--- config.mk ---
export PLATFORM = sky130hd
export DESIGN_NAME = camera_frame_capture
export DESIGN_NICKNAME = d
export VERILOG_FILES = /design/src/rtl/cam_pkg.sv /design/src/rtl/cam_edge_sync.sv /design/src/rtl/camera_frame_capture.sv
export SDC_FILE = /design/constraint.sdc
export NUM_CORES = 1
export LEC_CHECK = 0
export BUFFER_PORTS_ARGS = -buffer_cell sky130_fd_sc_hd__buf_2
export CORE_UTILIZATION = 31
export CTS_BUF_LIST = sky130_fd_sc_hd__clkbuf_2
export DETAILED_ROUTE_END_ITERATION = 6
export GPL_TIMING_DRIVEN = 0
export PLACE_DENSITY_LB_ADDON = 0.3
export SETUP_SLACK_MARGIN = 0.5
export SLEW_MARGIN = 20
export SYNTH_ARGS = -nofsm -noshare
export SYNTH_HDL_FRONTEND = slang
export SYNTH_SLANG_ARGS = --single-unit
--- constraint.sdc ---
create_clock -name Clk -period 3.5 [get_ports Clk]
set_input_delay 0.175 -clock Clk [delete_from_list [all_inputs] [get_ports Clk]]
set_output_delay 0.175 -clock Clk [all_outputs]
set_load 0.02 [all_outputs]
--- src/rtl/cam_pkg.sv ---
// Camera capture shared definitions.
// Also consumed by the frame transmit controller.
package cam_pkg;

  typedef enum logic [1:0] {
    ST_IDLE    = 2'd0,
    ST_ARM     = 2'd1,
    ST_CAPTURE = 2'd2,
    ST_DONE    = 2'd3
  } cam_state_t;

  localparam int XLK_HALF   = 3;
  localparam int XLK_W      = $clog2(XLK_HALF + 1);
  localparam int H_BYTES    = 352;
  localparam int KEEP_PHASE = 1;
  localparam int LINE_DECIM = 2;
  localparam int MAX_BYTES  = 12672;
  localparam int ADDR_W     = 15;
  localparam int CNT_W      = 10;

  // A byte is kept when it is the luma phase of a pixel
  // pair on a retained line and lies inside the line.
  function automatic logic keep_byte(
    input logic [CNT_W-1:0] i_byte,
    input logic [CNT_W-1:0] i_line
  );
    return ((int'(i_byte) % 2) == KEEP_PHASE)
        && ((int'(i_line) % LINE_DECIM) == 0)
        && (int'(i_byte) < H_BYTES);
  endfunction

endpackage

--- src/rtl/cam_edge_sync.sv ---
// Two-flop synchroniser for an async camera strobe,
// with a third stage for rise/fall detection.
module cam_edge_sync (
  input  logic i_Clk,
  input  logic i_Rst,
  input  logic i_Async,
  output logic o_Level,
  output logic o_Rise,
  output logic o_Fall
);

  logic r_s1;
  logic r_s2;
  logic r_s3;

  // Shift the async level through three flops.
  always_ff @(posedge i_Clk) begin
    if (i_Rst) begin
      r_s1 <= 1'b0;
      r_s2 <= 1'b0;
      r_s3 <= 1'b0;
    end else begin
      r_s1 <= i_Async;
      r_s2 <= r_s1;
      r_s3 <= r_s2;
    end
  end

  assign o_Level = r_s2;
  assign o_Rise  = r_s2 & ~r_s3;
  assign o_Fall  = ~r_s2 & r_s3;

endmodule

--- src/rtl/camera_frame_capture.sv ---
// Drives the camera master clock and writes one
// decimated QCIF luma frame into the frame RAM.
module camera_frame_capture
  import cam_pkg::*;
(
  input  logic              Clk,
  input  logic              i_Rst,
  input  logic              i_Enable,
  input  logic [7:0]        i_D,
  input  logic              i_PLK,
  input  logic              i_VS,
  input  logic              i_HS,
  output logic              o_XLK,
  output logic [7:0]        o_Data,
  output logic [ADDR_W-1:0] o_Addr,
  output logic              o_WE,
  output logic              o_Frame_Done,
  output logic              o_Busy,
  output logic              o_Overflow
);

  localparam logic [XLK_W-1:0] XLK_LAST =
    XLK_W'(XLK_HALF - 1);
  localparam logic [ADDR_W-1:0] ADDR_FULL =
    ADDR_W'(MAX_BYTES);

  logic [XLK_W-1:0]  r_xlk_cnt;
  logic [7:0]        r_d_s1;
  logic [7:0]        r_d_s2;
  cam_state_t        r_state;
  logic [ADDR_W-1:0] r_addr;
  logic [CNT_W-1:0]  r_line;
  logic [CNT_W-1:0]  r_byte;

  logic w_plk_lvl;
  logic w_plk_rise;
  logic w_plk_fall;
  logic w_vs_lvl;
  logic w_vs_rise;
  logic w_vs_fall;
  logic w_hs_lvl;
  logic w_hs_rise;
  logic w_hs_fall;
  logic w_keep;
  logic w_addr_full;
  logic w_unused;

  cam_edge_sync u_plk_sync (
    .i_Clk   (Clk),
    .i_Rst   (i_Rst),
    .i_Async (i_PLK),
    .o_Level (w_plk_lvl),
    .o_Rise  (w_plk_rise),
    .o_Fall  (w_plk_fall)
  );

  cam_edge_sync u_vs_sync (
    .i_Clk   (Clk),
    .i_Rst   (i_Rst),
    .i_Async (i_VS),
    .o_Level (w_vs_lvl),
    .o_Rise  (w_vs_rise),
    .o_Fall  (w_vs_fall)
  );

  cam_edge_sync u_hs_sync (
    .i_Clk   (Clk),
    .i_Rst   (i_Rst),
    .i_Async (i_HS),
    .o_Level (w_hs_lvl),
    .o_Rise  (w_hs_rise),
    .o_Fall  (w_hs_fall)
  );

  assign w_unused =
    w_plk_lvl ^ w_plk_fall ^ w_vs_lvl ^ w_hs_rise;

  assign w_keep      = keep_byte(r_byte, r_line);
  assign w_addr_full = (r_addr == ADDR_FULL);

  // Free-running camera master clock divider.
  always_ff @(posedge Clk) begin
    if (i_Rst) begin
      r_xlk_cnt <= '0;
      o_XLK     <= 1'b0;
    end else if (r_xlk_cnt == XLK_LAST) begin
      r_xlk_cnt <= '0;
      o_XLK     <= ~o_XLK;
    end else begin
      r_xlk_cnt <= r_xlk_cnt + 1'b1;
    end
  end

  // Data follows the same two stages as PLK so the
  // byte lines up with the detected PLK rise.
  always_ff @(posedge Clk) begin
    if (i_Rst) begin
      r_d_s1 <= '0;
      r_d_s2 <= '0;
    end else begin
      r_d_s1 <= i_D;
      r_d_s2 <= r_d_s1;
    end
  end

  // Capture FSM with registered RAM-side outputs.
  always_ff @(posedge Clk) begin
    if (i_Rst) begin
      r_state      <= ST_IDLE;
      r_addr       <= '0;
      r_line       <= '0;
      r_byte       <= '0;
      o_Data       <= '0;
      o_Addr       <= '0;
      o_WE         <= 1'b0;
      o_Frame_Done <= 1'b0;
      o_Busy       <= 1'b0;
      o_Overflow   <= 1'b0;
    end else begin
      o_WE         <= 1'b0;
      o_Frame_Done <= 1'b0;
      unique case (r_state)
        ST_IDLE: begin
          if (i_Enable) begin
            r_state <= ST_ARM;
            o_Busy  <= 1'b1;
          end
        end
        ST_ARM: begin
          if (!i_Enable) begin
            r_state <= ST_IDLE;
            o_Busy  <= 1'b0;
          end else if (w_vs_fall) begin
            r_state    <= ST_CAPTURE;
            r_addr     <= '0;
            r_line     <= '0;
            r_byte     <= '0;
            o_Overflow <= 1'b0;
          end
        end
        ST_CAPTURE: begin
          if (!i_Enable) begin
            r_state <= ST_IDLE;
            o_Busy  <= 1'b0;
          end else begin
            if (w_plk_rise && w_hs_lvl) begin
              if (w_keep) begin
                if (w_addr_full) begin
                  o_Overflow <= 1'b1;
                end else begin
                  o_WE   <= 1'b1;
                  o_Data <= r_d_s2;
                  o_Addr <= r_addr;
                  r_addr <= r_addr + 1'b1;
                end
              end
              if (r_byte != '1) begin
                r_byte <= r_byte + 1'b1;
              end
            end
            if (w_hs_fall) begin
              r_line <= r_line + 1'b1;
              r_byte <= '0;
            end
            if (w_vs_rise) begin
              r_state      <= ST_DONE;
              o_Frame_Done <= 1'b1;
              o_Busy       <= 1'b0;
            end
          end
        end
        ST_DONE: begin
          r_state <= ST_IDLE;
        end
        default: begin
          r_state <= ST_IDLE;
        end
      endcase
    end
  end

endmodule

==> results.py <==
metrics = {
    "status": {
        "status": "complete, no violations",
    },
    "placed_design": {
        "dp_hpwl_mm": 5.78,
        "io_buffers": 40,
        "dpl.cell_count": 563,
        "placed_cell_area_sq_um": 3900,
        "gp_congestion": 0.853,
        "dp_slack_ns": 1.03,
    },
    "die": {
        "dieArea_sq_um": 11800,
        "fp.dieW_microns": 109,
        "fp.dieH_microns": 109,
        "start_util_pct": 32.2,
        "num_io_pins": 42,
        "core_sq_um": 10900,
        "rows": 38,
    },
    "worst_setup_path": {
        "cp-start-kind": "register",
        "cp-end-kind": "register",
        "cp_slowest_cell": "clkbuf_1",
        "cp_num_buf_inv": 4,
        "critical_path.top_delay_family": "buffers and inverters",
        "crit_chain": "inv_1 > ha_1 > clkbuf_1 > nand4b_1 > o21a_1 > clkbuf_1 > clkbuf_1 > nor2_1 > nor3_1",
        "crit_arrival_ns": 3.03,
        "worstPathRequired_ns": 3.99,
        "crit_top_cell": "clkbuf_1",
        "worst-setup-path-type": "reg -> reg",
        "critPathMaxFanout": 10,
        "slowest_delay_ns": 0.46,
    },
    "yosys": {
        "synth_nets": 406,
        "synth_simple_gate_area_share_pct": 25.4,
        "yosysUniqueCellTypes": 51,
        "synthXorXnorAreaFrac_pct": 0.249,
        "muxShareOfSynthArea_pct": 7.71,
        "synth_edf_count": 0,
        "synthCells": 383,
        "async_flop_share_pct": 0,
        "synth-main-ff-cell": "dfxtp_1",
        "ys.warnings.count": 0,
        "synth_area_sq_um": 3520,
        "synth_fa_ha_area_share_pct": 3.20,
        "ys_seq_area_share_pct": 47.2,
        "synth_top_family_by_area": "simple AND/OR/NAND/NOR gates",
        "synth_area_per_cell_sq_um": 9.19,
        "synth_seq_cells": 83,
        "synth_compound_area_share_pct": 12.4,
    },
    "timing": {
        "max_freq_mhz": 394,
        "hold_viol_final": 0,
        "setup_tns_ns": 0,
        "worst_slack_ns": 0.959,
        "worst_slew_pin_slew_ns": 0.646,
        "slew_violations": 0,
        "period_minus_slack_ns": 2.54,
        "rsz0062_at_grt": "false",
        "finalCritPeriodShare_pct": 72.6,
        "final-setup-viol-count": 0,
        "finalClockSkew_ns": 0.0155,
        "max_slew_margin_pct": 56.7,
    },
    "power_and_ir_drop": {
        "leakage_nw": 1.51,
        "p_per_area_nw_per_um2": 394,
        "irDropWorstVdd_v": 0.000200,
    },
    "clocking": {
        "cts_buffers": 9,
        "cts_buffer_depth": 2,
        "htreeDepth": 3,
        "ctsRootBufferMaster": "clkbuf_2",
        "cts_hold_buf": 11,
        "clkSinkCount": 83,
        "path_clk_slew_ns": 0.23,
        "cts_tree": "yes",
        "clk_latency_ns": 0.56,
        "cts_setup_buffers": 0,
        "cts.repair.resized": 0,
    },
    "layout": {
        "drive_gt1_share_pct": 14.4,
        "regArea_sq_um": 1660,
        "area_delta_synth_final_pct": 17.2,
        "fin_area_sq_um": 4130,
        "layout.cells.non_filler": 590,
        "diodes": 0,
        "nets": 468,
        "nFillCells": 1124,
        "multi_input_area_sq_um": 1730,
        "final_util_pct": 37.7,
    },
    "hold_path": {
        "min_path_type": "in -> reg",
    },
    "routing": {
        "wl_per_cell_microns": 13.9,
        "wl_met2_mm": 3.74,
        "first_pass_iters": 4,
        "wl_met3_microns": 460,
        "drt-met1-wl_mm": 3.91,
        "totalWireLength_mm": 8.23,
        "drt_iter0_drc": 194,
        "antenna_left": 0,
        "dr.max_layer_used": "met4",
        "post_drt_via_cell_ratio": 5.07,
        "dr_total_vias": 2994,
        "drc": 0,
    },
    "global_routing": {
        "antenna_found_initial": 0,
        "grt_use_total_pct": 15.3,
        "grt_pass1_vias": 2755,
        "grt_max_degree": 16,
        "grt_pass1_wl_mm": 13.7,
        "grt-ovfl-total": 0,
    },
    "job": {
        "cap_viol_max_count": 0,
    },
}
-- per-stage QoR --
step           total power, mW  hold slack (ns)
5_1_grt                   1.71           0.0308
3_5_place_dp              1.11            0.388
2_1_floorplan             1.07            0.303
3_3_place_gp              1.11            0.383
4_1_cts                   1.65          0.00697
6_report                  1.63           0.0655
-- routing by layer --
metal  GRT usage, %  up-vias
li1               -     1492
met1           20.0     1413
met2           23.7       80
met3           4.16        9
met4           5.89        0
met5              0        -
-- worst reg2reg max path: stages (launching register included) --
cell and delay (ns):
dfxtp_1 0.43, inv_1 0.10, ha_1 0.18, clkbuf_1 0.19, nand4b_1 0.19, o21a_1 0.22
clkbuf_1 0.44, clkbuf_1 0.46, nor2_1 0.10, nor3_1 0.18
-- sequential cells by signal, summed over array words and instances (netlist names), 2 cells and up --
register	flops
o_Data	8
r_byte	10
r_d_s2	8
r_xlk_cnt	2
r_addr	15
r_state	2
o_Addr	15
r_d_s1	8
-- cell type report --
class / instances / share of cell area, %
Multi-Input combinational cell: 269 / 41.8
Sequential cell: 83 / 40.3
Timing Repair Buffer: 51 / 7.52
Tap cell: 140 / 4.24
Buffer: 25 / 2.70
Clock inverter: 6 / 1.73
Clock buffer: 10 / 1.21
Inverter: 6 / 0.546
-- synthesized netlist by cell type, drive strengths merged, types with 2 or more instances --
library cell	number	area share, %
o32ai	2	0.50
nor3	12	2.0
nand2	24	2.6
buf	6	1.1
o21ai	15	2.1
a21o	2	0.43
inv	6	0.64
nor2b	27	4.8
nand2b	8	1.4
dfxtp	83	47
a211o	2	0.50
nand3	9	1.3
nand4	5	0.89
ha	9	3.2
a21oi	24	3.4
or3	7	1.2
nor2	35	3.7
nand4b	4	0.99
a31oi	10	1.8
and3	4	0.71
or4	4	0.85
and4	4	0.99
a22oi	2	0.43
o31a	2	0.50
o311ai	2	0.50
a41oi	2	0.50
mux2i	26	7.4
nand3b	7	1.5
o211ai	2	0.43
and2	2	0.36
clkbuf	19	2.0
or3b	2	0.50
nor4	4	0.89
-- final timing paths --
check,from,endpoint,slack [ns],cells after the start
worst max register to register,r_state[1],r_byte[4],0.96,9
worst max-delay path,r_state[1],r_byte[4],0.96,9
worst min-delay path,i_Enable,o_WE,0.07,3
worst min register to register,r_xlk_cnt[0],r_xlk_cnt[0],0.44,1
-- placed cells by master (no fill, tap or decap), drive strengths merged, types with 8 or more instances in the layout --
master	Yosys	final
a31oi	10	10
inv	6	8
clkbuf	19	29
dlygate4sd3	0	11
nand3	9	9
o21ai	15	15
mux2i	26	26
nor2	35	35
nand2	24	24
nor3	12	12
dfxtp	83	83
a21oi	24	24
nor2b	27	27
buf	6	46
nand2b	8	8
ha	9	9
-- logic make-up after synthesis --
family	after synthesis
muxes	27
adders and majority gates	9
xor gates and xnor gates	1
DFF	83
and+or+nand+nor	161
AOI/OAI and AO/OA	71
buffers and inverters	31
-- power breakdown --
part	leakage, nW	switching, mW	total, mW	internal (mW)
Clock	0.0691	0.354	0.528	0.174
Combinational	0.763	0.0691	0.118	0.0491
Sequential	0.675	0.00934	0.981	0.971
No activity file was read; power rests on OpenSTA's default activity.
